### src/rtl/bus_source_arbiter.sv
// -----------------------------------------------------------------------------
// bus_source_arbiter
//
// Purpose:
//   Sits between the control unit and the 32-to-5 bus-source encoder. A
//   multi-bit register-out request is captured once and replayed as a series
//   of one-hot (or all-zero) grant vectors. Each grant is held for HOLD
//   cycles, so the encoder only ever sees a legal single-source select.
//
// Parameters:
//   N_SRC  number of legal bus sources; bits [N_SRC-1:0] are grantable,
//          bits [31:N_SRC] are illegal and are reported via err_range.
//   HOLD   cycles each grant stays on the bus (1..15).
//
// Optional feature (macro BUS_ARB_ROUND_ROBIN_EN):
//   Defined   - each pick is the lowest pending bit strictly above the index
//               of the previous grant, wrapping to bit 0. The last-granted
//               index persists across sequences and resets to N_SRC-1.
//   Undefined - fixed lowest-index-first priority.
//
// Ports:
//   clk          rising-edge clock
//   clr_n        asynchronous active-low reset
//   req_valid    request vector present this cycle
//   req[31:0]    register-out request bits, any number may be set
//   ready        arbiter idle and able to accept req
//   flush        synchronous abort of pending and current grants
//   err_clr      synchronous clear of the sticky error flags
//   grant[31:0]  one-hot bus-source select, or zero
//   grant_valid  OR of grant
//   grant_last   final cycle of the final grant of the sequence
//   err_range    sticky: an accepted request carried bits >= N_SRC
//   err_ovr      sticky: req_valid seen while ready was low
//   state_dbg    current FSM state (0 = IDLE, 1 = GRANT)
//
// Handshake: a request is accepted at a rising edge where req_valid=1,
// ready=1 and flush=0. req_valid while ready=0 is dropped and flagged in
// err_ovr; the request is not retried, the source must re-present it.
// -----------------------------------------------------------------------------
module bus_source_arbiter #(
    parameter int N_SRC = 24,
    parameter int HOLD  = 1
) (
    input  logic        clk,
    input  logic        clr_n,
    input  logic        req_valid,
    input  logic [31:0] req,
    output logic        ready,
    input  logic        flush,
    input  logic        err_clr,
    output logic [31:0] grant,
    output logic        grant_valid,
    output logic        grant_last,
    output logic        err_range,
    output logic        err_ovr,
    output logic        state_dbg
);

    typedef enum logic {
        IDLE  = 1'b0,
        GRANT = 1'b1
    } state_t;

    // Mask of grantable sources, built bit by bit so N_SRC=32 needs no
    // special-case shift.
    function automatic logic [31:0] legal_mask_f();
        logic [31:0] m;
        m = '0;
        for (int i = 0; i < 32; i++) begin
            m[i] = (i < N_SRC);
        end
        return m;
    endfunction

    localparam logic [31:0] LEGAL_MASK = legal_mask_f();
    localparam logic [3:0]  HOLD_M1    = 4'(HOLD - 1);

`ifdef BUS_ARB_ROUND_ROBIN_EN
    localparam logic [4:0]  LAST_RST   = 5'(N_SRC - 1);

    // Lowest set bit strictly above 'after'; if none, wrap to the lowest
    // set bit overall. Scanning downward lets the last hit be the lowest.
    function automatic logic [4:0] pick_idx(input logic [31:0] v,
                                            input logic [4:0]  after);
        logic [4:0] lo;
        logic [4:0] hi;
        logic       hi_found;
        lo       = '0;
        hi       = '0;
        hi_found = 1'b0;
        for (int i = 31; i >= 0; i--) begin
            if (v[i]) begin
                lo = 5'(i);
                if (5'(i) > after) begin
                    hi       = 5'(i);
                    hi_found = 1'b1;
                end
            end
        end
        return hi_found ? hi : lo;
    endfunction
`else
    // Lowest set bit; downward scan so the final hit is the lowest index.
    function automatic logic [4:0] pick_idx(input logic [31:0] v);
        logic [4:0] lo;
        lo = '0;
        for (int i = 31; i >= 0; i--) begin
            if (v[i]) begin
                lo = 5'(i);
            end
        end
        return lo;
    endfunction
`endif

    state_t      state_q, state_d;
    logic [31:0] pending_q, pending_d;
    logic [31:0] grant_q, grant_d;
    logic [3:0]  hold_q, hold_d;
    logic        err_range_q, err_range_d;
    logic        err_ovr_q, err_ovr_d;
`ifdef BUS_ARB_ROUND_ROBIN_EN
    logic [4:0]  last_q, last_d;
`endif

    logic        accept;
    logic [31:0] masked_req;
    logic [31:0] sel_src;
    logic [4:0]  sel_idx;
    logic [31:0] sel_onehot;

    assign accept     = req_valid && (state_q == IDLE) && !flush;
    assign masked_req = req & LEGAL_MASK;

    // In IDLE the candidate set is the incoming request; in GRANT it is
    // whatever is left in pending. Only one of them is ever used per cycle.
    assign sel_src    = (state_q == IDLE) ? masked_req : pending_q;
`ifdef BUS_ARB_ROUND_ROBIN_EN
    assign sel_idx    = pick_idx(sel_src, last_q);
`else
    assign sel_idx    = pick_idx(sel_src);
`endif
    assign sel_onehot = 32'd1 << sel_idx;

    // Next-state and datapath.
    always_comb begin
        state_d   = state_q;
        pending_d = pending_q;
        grant_d   = grant_q;
        hold_d    = hold_q;
`ifdef BUS_ARB_ROUND_ROBIN_EN
        last_d    = last_q;
`endif
        if (flush) begin
            state_d   = IDLE;
            pending_d = '0;
            grant_d   = '0;
            hold_d    = '0;
        end else begin
            case (state_q)
                IDLE: begin
                    // A fully masked-off request leaves the arbiter idle.
                    if (accept && (masked_req != '0)) begin
                        grant_d   = sel_onehot;
                        pending_d = masked_req & ~sel_onehot;
                        hold_d    = HOLD_M1;
                        state_d   = GRANT;
`ifdef BUS_ARB_ROUND_ROBIN_EN
                        last_d    = sel_idx;
`endif
                    end
                end
                GRANT: begin
                    if (hold_q != 4'd0) begin
                        hold_d = hold_q - 4'd1;
                    end else if (pending_q != '0) begin
                        // Back-to-back hand-over: no zero cycle between grants.
                        grant_d   = sel_onehot;
                        pending_d = pending_q & ~sel_onehot;
                        hold_d    = HOLD_M1;
`ifdef BUS_ARB_ROUND_ROBIN_EN
                        last_d    = sel_idx;
`endif
                    end else begin
                        grant_d = '0;
                        state_d = IDLE;
                    end
                end
                default: begin
                    state_d   = IDLE;
                    pending_d = '0;
                    grant_d   = '0;
                    hold_d    = '0;
                end
            endcase
        end
    end

    // Sticky errors: a set on the same edge as err_clr wins. A req_valid
    // swallowed by flush is neither accepted nor counted as an overrun.
    always_comb begin
        err_range_d = err_range_q & ~err_clr;
        err_ovr_d   = err_ovr_q & ~err_clr;
        if (accept && ((req & ~LEGAL_MASK) != '0)) begin
            err_range_d = 1'b1;
        end
        if (req_valid && (state_q == GRANT) && !flush) begin
            err_ovr_d = 1'b1;
        end
    end

    always_ff @(posedge clk or negedge clr_n) begin
        if (!clr_n) begin
            state_q     <= IDLE;
            pending_q   <= '0;
            grant_q     <= '0;
            hold_q      <= '0;
            err_range_q <= 1'b0;
            err_ovr_q   <= 1'b0;
        end else begin
            state_q     <= state_d;
            pending_q   <= pending_d;
            grant_q     <= grant_d;
            hold_q      <= hold_d;
            err_range_q <= err_range_d;
            err_ovr_q   <= err_ovr_d;
        end
    end

`ifdef BUS_ARB_ROUND_ROBIN_EN
    always_ff @(posedge clk or negedge clr_n) begin
        if (!clr_n) begin
            last_q <= LAST_RST;
        end else begin
            last_q <= last_d;
        end
    end
`endif

    assign ready       = (state_q == IDLE);
    assign grant       = grant_q;
    assign grant_valid = |grant_q;
    assign grant_last  = (state_q == GRANT) && (hold_q == 4'd0) && (pending_q == '0);
    assign err_range   = err_range_q;
    assign err_ovr     = err_ovr_q;
    assign state_dbg   = (state_q == GRANT);

endmodule
### config.mk
export PLATFORM = sky130hd
export DESIGN_NAME = bus_source_arbiter
export DESIGN_NICKNAME = d
export VERILOG_FILES = /design/src/rtl/bus_source_arbiter.sv
export SDC_FILE = /design/constraint.sdc
export NUM_CORES = 1
export LEC_CHECK = 0
export ABC_CLOCK_PERIOD_IN_PS = 2400
export CAP_MARGIN = 25
export CORE_ASPECT_RATIO = 1.75
export CORE_UTILIZATION = 30
export CTS_BUF_LIST = sky130_fd_sc_hd__clkbuf_2
export DETAILED_ROUTE_END_ITERATION = 8
export GPL_TIMING_DRIVEN = 0
export PLACE_DENSITY = 0.56
export SYNTH_ARGS = -nofsm -noshare
export SYNTH_HDL_FRONTEND = slang
export SYNTH_SLANG_ARGS = --single-unit
export TNS_END_PERCENT = 50
### constraint.sdc
create_clock -name clk -period 2.4 [get_ports clk]
set_input_delay 0.24 -clock clk [delete_from_list [all_inputs] [get_ports clk]]
set_output_delay 0.24 -clock clk [all_outputs]
set_load 0.005 [all_outputs]
Yosys cells after proc, flatten, opt, wreduce, memory -nomap -nowiden. Cells that the tools add are included.

Bitwise gates (word level): 7. Shift-type cells: 1. Equal/unequal tests: 4. Reductions and logical operators: 19. Add/subtract/negate cells: 1. Mux-type cells: 55.

Operator list (number): $mux W32 (9); $mux W5 (32); $pmux W32 S2 (2); $reduce_bool A32 Y1 (3); $and A24 B32 Y32 (1); $and A32 B32 Y32 (1); $logic_not A32 Y1 (1); $not A32 Y32 (1); $reduce_or A32 Y1 (1); $shl A1 B5 Y32 const A (1); $mux W4 (4); $logic_and A1 B1 Y1 (8); $pmux W4 S2 (1); $mux W1 (6); $logic_not A4 Y1 (1); $ne A4 B2 Y1 const B (1); $reduce_and A2 Y1 (2); $reduce_bool A4 Y1 (1); $sub A4 B1 Y4 const B (1); $ne A3 B1 Y1 const B (1); $ne A3 B2 Y1 const B (1); $ne A3 B3 Y1 const B (1); $reduce_and A3 Y1 (1); $and A1 B1 Y1 (2); 3 further kinds (4).

Flip-flop bits (word level): 71.

Longest topological paths before layout. Gate-level depths: netlist (run 1).

Word-level depth: 40. Mapped depth: 12.

Worst setup path before layout (run 1). OpenSTA, ideal clock, no wires.

Kind: register to register. From: register state_q, in the netlist state_dbg. To: register pending_q[30]. Cell stages (with the launch flop): 11. Path buffers: 4. Arrival time: 2395 ps. Path slack: -115 ps. Cell sequence: dfrtp_1 buf_2 buf_4 buf_2 mux2i_1 o21ai_0 o221ai_1 nand3_1 clkbuf_1 or3_1 o211a_1.

Cells in the longest elaborated chain, start to end: 40.

Ends and longest elaborated chain: start, declared (line 116) `state_t state_q, state_d;`; start signal, assigned (line 221) `state_q <= state_d;`; $mux W32 (line 137) `assign sel_src = (state_q == IDLE) ? masked_req : pending_q;`; $mux W5 (32 in series) (line 108) `if (v[i]) begin`; $shl A1 B5 Y32 (line 143) `assign sel_onehot = 32'd1 << sel_idx;`; $not A32 Y32 (line 165, 179); $and A32 B32 Y32 (line 179) `pending_d = pending_q & ~sel_onehot;`; $mux W32 (line 176) `end else if (pending_q != '0) begin`; $mux W32 (line 174) `if (hold_q != 4'd0) begin`; $pmux W32 S2 (line 160) `case (state_q)`; $mux W32 (line 154) `if (flush) begin`; end signal, assigned (line 222) `pending_q <= pending_d;`; end, declared (line 117) `logic [31:0] pending_q, pending_d;`.

Several ways; a longest one is shown, not always the timed one. The select of a mux whose other input is x is not followed. A chain may end at the register's enable or synchronous reset.

Worst setup path after layout (run 1). Ends and elaborated chain as after synthesis.

==> flow_summary.ini, run 1 <==
[timing]
rsz0062_at_grt = yes
min_period_over_period = 1.14
slew_violations = 0
worst_hold_slack_ns = 0.194
fmax_mhz = 365
max_slew_margin = 0.504
setup_viol = 70
hold_viol = 0
worst_slew_pin_slew_ns = 0.738
fin_crit_ns = 2.74
setup_slack_ns = -0.337
fin_skew_ns = 0.0327

[die]
io_pins = 75
dieArea_mm2 = 0.0144
core_area_mm2 = 0.0135
die_x_um = 91.1
die_h_um = 158
start_util = 0.310
fp-row-count = 56

[final_layout]
syn_to_final_growth_pct = 57.1
fin_cells = 769
final_util = 0.486
fin_nets = 628
drive_gt1_frac = 0.343
final_area_mm2 = 0.00654

[yosys]
synth_edf_count = 0
synth_xor_area_frac = 0
synth_top_family_by_area = simple AND/OR/NAND/NOR gates
synthTopCellsByCount = dfrtp_1 (71), nand2_1 (56), o21ai_0 (37)
yosysTopAreaCellShare = 0.427
yosysWarnings = 0
syn_nets = 492
synth_cell_types = 60
synthFlopType = dfrtp_1
synth_top_cell_by_area = dfrtp_1
synth_simple_gate_area_frac = 0.257
synthMuxAreaShare = 0.0706
synth-adder-area-share = 0.00601
ys_seq_area_frac = 0.427
yosysMostFrequentCell = dfrtp_1
netlist_instances = 453
ys_seq_elements = 71
synthArstFlopShare = 1.00
post_synth_instance_area_mm2 = 0.00417
postSynthAreaPerCell_um2 = 9.19
synth_compound_area_frac = 0.203
synth_area_leaders = dfrtp_1 (43%), nand2_1 (5.0%), o21ai_0 (4.4%)

[clock_tree]
h-tree-depth = 3
cts_tree = done
clk_pin_slew_ns = 0.24
clock_path_buffers = 2
cts_made_buffers = 9
cts.sink_count = 71
clkLatencyLatePin_ns = 0.57
ctsRootBufferMaster = clkbuf_2

[run_status]
violations = setup timing
status = finished with violations

[setup_path]
path_common_cell = a21oi_1
required_ns = 2.86
critPathKind = reg -> reg
crit_start = state_dbg
rr_startpoint = state_dbg
worst_ep_arrival_time_ns = 3.20
startpoint_type = flop
crit_buf_inv = 3
slowest_stage = dfrtp_2
reg2reg_depth = 9
crit_family = compound AO/OA/AOI/OAI gates
r2r_slack_ns = -0.34
cp-endpoint = pending_q[30]
cp_cell_sequence = buf_6 > bufbuf_16 > a21oi_1 > a21oi_1 > o31ai_4 > nand2_4 > buf_4 > or3_4 > o211a_1
cp.depth = 9
crit_path_end_kind = flop
slowest_delay_ns = 0.52
r2r_end = pending_q[30]
crit_fanout = 6

[route]
drc = 0
first_pass_iters = 7
wl_per_cell_um = 22.2
drt_iter0_drc = 435
ant_nets = 0
vias_per_cell = 6.02
drt_wl_total_mm = 17.1
vias = 4629

[power]
p_total_uw = 3120
p_leak_uw = 0.00263
vdd_drop_max_mv = 0.268
pwr_density_cell_mw_per_mm2 = 478

[global_route]
grt_max_degree = 71
overflow = 0
grt_pass1_wl_mm = 25.7
grt_usage = 0.239
antenna_found_initial = 1
grt_pass1_vias = 4601

[place]
placed_area_mm2 = 0.00517
dp.cells = 704
io_buffers = 74
hpwl_mm = 11.4
routabilityCongestion = 0.972

[min_path]
hp-class = in -> async

[run]
drv_cap = 0
cell usage in the layout, fill, tap and decap left out, drive strengths merged, types with 3 or more instances in the layout:
cell / Yosys / final
dfrtp: 71 / 71
nor4: 27 / 27
nand4: 5 / 5
mux2i: 17 / 17
o22ai: 4 / 4
or2: 6 / 6
nor2: 33 / 33
mux2: 11 / 11
clkdlybuf4s50: 0 / 72
and2: 3 / 3
nand4b: 3 / 3
nand3b: 6 / 6
nand3: 7 / 7
a21oi: 15 / 15
clkinv: 0 / 5
a32o: 10 / 10
nand2: 57 / 57
nand2b: 7 / 7
a221o: 6 / 6
o31ai: 11 / 11
nor3b: 10 / 10
nor3: 23 / 23
inv: 10 / 10
o21ai: 37 / 37
clkbuf: 6 / 15
a21o: 6 / 6
buf: 15 / 65
nor2b: 7 / 7
o311a: 4 / 4
how the worst min path moves through the flow:
stage | slack [ns] | depth (start not counted) | endpoint | start
finish | 0.19 | 3 | grant[7] | clr_n
floorplan | -0.06 | 0 | err_ovr | clr_n
detailed placement | 0.04 | 1 | grant[13] | clr_n
global route | 0.23 | 3 | grant[7] | clr_n
CTS | 0.21 | 3 | grant[7] | clr_n
global placement | 0.49 | 2 | grant[28] | grant[28]
kinds of logic after synthesis:
group                      after synthesis
adders and majority gates                2
DFF                                     71
buffers and inverters                   31
and+or+nand+nor                        202
muxes                                   28
AOI/OAI and AO/OA                      119
what timing repair did:
action / in CTS / in global routing
cloned: 4 / 2
setup buffers: 27 / 17
endpoints found under the hold margin: 71 / 0
setup endpoints to repair: 70 / 71
hold buffers: 2 / 0
pin swaps: 28 / 25
gates resized for setup: 122 / 84
state kept, by name, indices dropped and copies added, names as in the netlist:
name,count
hold_q,4
grant,32
err_ovr,1
err_range,1
pending_q,32
state_dbg,1
area by class of cell:
cell class                 count  area [um^2]
buffer                        19          211
fill                        1258         6910
clock inverter                 7         63.8
timing repair buffer         127         1320
antenna                        1         2.50
sequential                    71         1780
tap                          174          218
multi-input combinational    351         2860
clock buffer                   9         45.0
inverter                      10         37.5
stage by stage:
| step | setup TNS [ns] | worst slack (ns) |
|---|---|---|
| floorplan | -0.126 | -0.0338 |
| global placement | -161.48 | -1.44 |
| detailed placement | -58.87 | -1.19 |
| CTS | -16.25 | -0.338 |
| global route | -18.48 | -0.421 |
| finish | -13.83 | -0.337 |
worst register-to-register path: cells and delay by family (launching register included):
kind                   cells  cell delay (ns)
buffers and inverters      3             0.61
flip-flops                 1             0.52
AND/OR/NAND/NOR            2             0.53
AO/OA/AOI/OAI              4             0.97
metal layers:
layer  track usage  share of wire  up-vias  routed length, um
met5             0              0        -                  0
met2         0.436           0.51      249               8770
met3        0.0456          0.054      107                920
li1              -              -     1995                  -
met4         0.178          0.089        0               1520
met1         0.240           0.34     2278               5880
report_power, final:
part | switching (uW) | leakage, uW | internal (uW)
clock | 477 | 0.0000667 | 231
combinational | 547 | 0.00161 | 498
sequential | 106 | 0.000959 | 1260
(Power assumes the default switching activity.)
==> run 2: changes to the inputs <==
--- a/config.mk
+++ b/config.mk
@@ -13,6 +13,7 @@
 export DETAILED_ROUTE_END_ITERATION = 8
 export GPL_TIMING_DRIVEN = 0
 export PLACE_DENSITY = 0.56
+export REMOVE_ABC_BUFFERS = 1
 export SYNTH_ARGS = -nofsm -noshare
 export SYNTH_HDL_FRONTEND = slang
 export SYNTH_SLANG_ARGS = --single-unit
==> constraint.sdc (replaced) <==
create_clock -name clk -period 2.4 [get_ports clk]
set_input_delay 0.24 -clock clk [delete_from_list [all_inputs] [get_ports clk]]
set_output_delay 0.24 -clock clk [all_outputs]
set_load 0.01 [all_outputs]
==> run 2 against run 1 <==
Against the previous run: combinational power rose by 9%; routed wire length grew 3.0%; setup slack worse by 0.045 ns; critical endpoint is now pending_q[13]; the run still ends with setup timing left; critical path type unchanged; critical path depth did not move; sequential power is essentially flat; first-iteration DRC count fell by 11%; worst hold slack got worse by 0.081 ns; count of clock-buffer cells in the layout unchanged; clock power fell by 9.4%; total power increased by 1.2%; sequential cell count is the same; largest power group unchanged.
==> flow_summary.ini, run 2 (synthesis gave the netlist of run 1 again) <==
[clock_tree]
h-tree-depth = 3
clkLatencyLatePin_ns = 0.60
ctsRootBufferMaster = clkbuf_2
cts.sink_count = 71
clock_path_buffers = 2
cts_made_buffers = 9
clk_pin_slew_ns = 0.24
cts_tree = done

[power]
vdd_drop_max_mv = 0.265
combPwrFrac = 0.361
intPower_uw = 1930
p_clk_frac = 0.203
power_switching_uw = 1230
switching_share = 0.389
pwr_density_cell_mw_per_mm2 = 464
power_frac_seq = 0.435
p_leak_uw = 0.00270

[final_layout]
multi_input_area_mm2 = 0.00319
fill_cells = 1203
fin_nets = 626
layout_common_cells = clkdlybuf4s50_1 (71), dfrtp_1 (70), nand2_1 (47)
syn_to_final_growth_pct = 63.7
final_common_cell = clkdlybuf4s50_1
seq_area_mm2 = 0.00178
final_area_mm2 = 0.00682
drive_gt1_frac = 0.383

[place]
placed_area_mm2 = 0.00507
io_buffers = 74
hpwl_mm = 10.0
routabilityCongestion = 0.888

[min_path]
hp-class = in -> async

[setup_path]
slowest_delay_ns = 0.56
crit_start = pending_q[29]
path_common_cell = buf_12
slowest_stage = or4b_4
cp_cell_sequence = or4_4 > or4b_4 > nor3_4 > a21oi_4 > buf_12 > buf_12 > nand2_8 > nor2_2 > a221o_1
crit_fanout = 5
crit_buf_inv = 2
startpoint_type = flop
crit_family = simple AND/OR/NAND/NOR gates
worst_ep_arrival_time_ns = 3.31
critPathKind = reg -> reg
crit_path_end_kind = flop
rr_startpoint = pending_q[29]
required_ns = 2.93

[timing]
slew_violations = 0
fin_skew_ns = 0.0453
max_slew_margin = 0.479
setup_viol = 71
min_period_over_period = 1.16
hold_viol = 0
worst_slew_pin_slew_ns = 0.780
setup_tns_ns = -17.40
fin_crit_ns = 2.78
setup_slack_ns = -0.383
rsz0062_at_grt = yes
fmax_mhz = 359

[global_route]
grt_usage = 0.238
antenna_found_initial = 1
grt_pass1_wl_mm = 25.5
overflow = 0
grt_pass1_vias = 4645
grt_max_degree = 72

[run_status]
violations = setup timing
status = finished with violations

[route]
drt_wl_total_mm = 17.6
vias = 4649
drt_iter0_drc = 388
ant_nets = 0
drc = 0
first_pass_iters = 5
vias_per_cell = 6.06
wl_per_cell_um = 22.9

[die]
core_area_mm2 = 0.0135
io_pins = 75
die_h_um = 158
dieArea_mm2 = 0.0144
die_x_um = 91.1
start_util = 0.310
fp-row-count = 56

[run]
drv_cap = 0
==> run 2: layer usage <==
metal  global-route usage  vias up  routed length (um)
li1                     -     2006                   -
met1                0.237     2274                5810
met2                0.430      276                9240
met3               0.0447       93                1190
met4                0.188        0                1350
met5                    0        -                   0
==> run 2: area by class of cell <==
cell class                 count  share of cell area
multi-input combinational    356               0.468
sequential                    71               0.261
timing repair buffer         139               0.219
tap                          174              0.0319
clock inverter                 7             0.00697
clock buffer                   9             0.00661
inverter                      10             0.00661
antenna                        1            0.000367
==> run 2: power by group through the flow <==
stage	registers, uW	clock network (uW)	logic, uW
6_report	1380	642	1140
5_1_grt	1380	701	1190
4_1_cts	1360	641	1000
3_5_place_dp	1370	0	666
3_3_place_gp	1390	0	632
2_1_floorplan	1360	0	362
==> run 2: path summary, 6_finish.rpt <==
kind | slack [ns] | endpoint | cells after the start
worst max-delay path | -0.38 | pending_q[13] | 9
max in group asynchronous | 1.89 | pending_q[25] | 3
worst max register to register | -0.38 | pending_q[13] | 9
worst min-delay path | 0.11 | pending_q[13] | 3
worst min register to register | 0.53 | grant[25] | 2
min in group clk | 0.19 | err_ovr | 2
==> run 2: timing repair <==
item	in CTS	in global routing
hold endpoints to repair	71	0
gates cloned	8	1
hold buffers	1	0
pin swaps	46	38
setup endpoints to repair	70	71
resized for setup	180	69
setup buffers	42	17
==> run 2: stage by stage <==
stage	total power (uW)	hold slack [ns]	setup WS, ns	util	cells
global route	3280	0.162	-0.384	0.507	767
finish	3160	0.113	-0.383	0.507	767
CTS	3010	0.156	-0.320	0.475	750
global placement	2020	0.491	-3.28	0.372	680
detailed placement	2040	0.285	-1.91	0.377	683
floorplan	1730	-0.0556	-1.55	-	432
==> run 2: worst reg2reg max path, stage by stage, from the launching register on <==
cell	delay [ns]
dfrtp_1	0.45
or4_4	0.55
or4b_4	0.56
nor3_4	0.30
a21oi_4	0.13
buf_12	0.16
buf_12	0.13
nand2_8	0.07
nor2_2	0.06
a221o_1	0.29
==> run 3: changes to the inputs <==
--- a/config.mk
+++ b/config.mk
@@ -10,10 +10,13 @@
 export CORE_ASPECT_RATIO = 1.75
 export CORE_UTILIZATION = 30
 export CTS_BUF_LIST = sky130_fd_sc_hd__clkbuf_2
+export CTS_CLUSTER_SIZE = 24
 export DETAILED_ROUTE_END_ITERATION = 8
 export GPL_TIMING_DRIVEN = 0
+export HOLD_SLACK_MARGIN = 0.03
 export PLACE_DENSITY = 0.56
 export REMOVE_ABC_BUFFERS = 1
+export SKIP_CTS_REPAIR_TIMING = 1
 export SYNTH_ARGS = -nofsm -noshare
 export SYNTH_HDL_FRONTEND = slang
 export SYNTH_SLANG_ARGS = --single-unit
==> run 3 against run 2 <==
Against the previous run: the flow still finishes with violations (setup timing); sequential power barely moved; via count is 3.1% lower; die area did not move.
==> flow_summary.ini, run 3 (synthesis gave the netlist of run 1 again) <==
[route]
vias_per_cell = 6.06
drt_wl_total_mm = 16.6
drt_iter0_drc = 432
vias = 4506
first_pass_iters = 5
ant_nets = 0
wl_per_cell_um = 22.3
drc = 0

[place]
hpwl_mm = 10.0
routabilityCongestion = 0.888
placed_area_mm2 = 0.00507
io_buffers = 74
dpl_worst_slack_ns = -1.91

[final_layout]
syn_to_final_growth_pct = 52.5
fin_nets = 603
drive_gt1_frac = 0.315
final_common_cell = clkdlybuf4s50_1
final_area_mm2 = 0.00635
layout_common_cells = clkdlybuf4s50_1 (72), dfrtp_1 (68), nand2_1 (50)

[timing]
setup_viol = 68
slew_violations = 0
fin_skew_ns = 0.0531
worst_hold_slack_ns = 0.123
fin_crit_ns = 2.75
worst_slew_pin_slew_ns = 0.633
hold_viol = 0
max_slew_margin = 0.577
fmax_mhz = 363
setup_slack_ns = -0.354
rsz0062_at_grt = yes
min_period_over_period = 1.15
setup_tns_ns = -13.40

[global_route]
grt_pass1_vias = 3978
antenna_found_initial = 1
grt_usage = 0.194
grt_max_degree = 72
overflow = 0
grt_pass1_wl_mm = 21.3

[setup_path]
slowest_stage = or4b_4
worst_ep_arrival_time_ns = 2.51
startpoint_type = flop
crit_buf_inv = 1
cp_cell_sequence = or4_4 > or4b_4 > nor4_4 > buf_2
critPathKind = reg -> out
slowest_delay_ns = 0.58
required_ns = 2.16
crit_path_end_kind = output port
crit_family = simple AND/OR/NAND/NOR gates
crit_fanout = 4

[run_status]
violations = setup timing
status = finished with violations

[die]
fp-row-count = 56
dieArea_mm2 = 0.0144
io_pins = 75
die_x_um = 91.1
core_area_mm2 = 0.0135
die_h_um = 158
start_util = 0.310

[clock_tree]
cts_made_buffers = 9
h-tree-depth = 3
clkLatencyLatePin_ns = 0.60
clock_path_buffers = 2
cts_tree = done
ctsRootBufferMaster = clkbuf_2
cts.sink_count = 71
clk_pin_slew_ns = 0.26

[power]
pwr_density_cell_mw_per_mm2 = 475
p_leak_uw = 0.00251
vdd_drop_max_mv = 0.180

[min_path]
hp-class = in -> async

[run]
drv_cap = 0
-- run 3: cell types whose count changed in the layout (fill, tap and decap cells not counted), sizes merged --
cell / change
buf: -25
clkbuf: +3
a21o: -1
bufbuf: -1
clkdlybuf4s50: +1
-- run 3: final timing paths --
| kind | slack [ns] | depth (start not counted) | startpoint | to |
|---|---|---|---|---|
| max reg2reg | -0.35 | 8 | state_dbg | pending_q[13] |
| max in group asynchronous | 1.87 | 3 | clr_n | grant[29] |
| min | 0.12 | 3 | clr_n | pending_q[13] |
| max | -0.35 | 4 | pending_q[31] | grant_last |
| min reg2reg | 0.53 | 2 | grant[25] | grant[25] |
| min in group clk | 0.22 | 2 | err_clr | err_ovr |
-- run 3: final cells by class --
| cell class | count | area, um^2 |
|---|---|---|
| Timing Repair Buffer | 117 | 1240 |
| Fill cell | 1278 | 7100 |
| Inverter | 10 | 50.0 |
| Multi-Input combinational cell | 355 | 2970 |
| Clock inverter | 7 | 47.5 |
| Tap cell | 174 | 218 |
| Clock buffer | 9 | 45.0 |
| Sequential cell | 71 | 1780 |
| Antenna cell | 1 | 2.50 |
-- run 3: worst register-to-register path: cells and delay by family, from the launching register on --
| family | cells | cell delay, ns |
|---|---|---|
| buffers and inverters | 2 | 0.32 |
| DFF | 1 | 0.62 |
| AOI/OAI and AO/OA | 5 | 1.48 |
| and+or+nand+nor | 1 | 0.28 |
-- run 3: through the flow --
stage	utilization	total power, uW	cells
after CTS	0.384	2660	699
final	0.472	3010	744
after global placement	0.372	2020	680
after detailed placement	0.377	2040	683
after floorplan	-	1730	432
after global routing	0.472	3120	744
-- run 3: power breakdown --
group | total, uW | internal, uW | switching, uW
logic | 1000 | 449 | 553
registers | 1370 | 1270 | 108
clock network | 640 | 139 | 501
total | 3010 | 1850 | 1160
-- run 3: per-layer routing --
metal	track usage	wire length [um]
met1	0.208	5810
met2	0.353	8740
met3	0.0331	934
met4	0.117	1090
met5	0	0
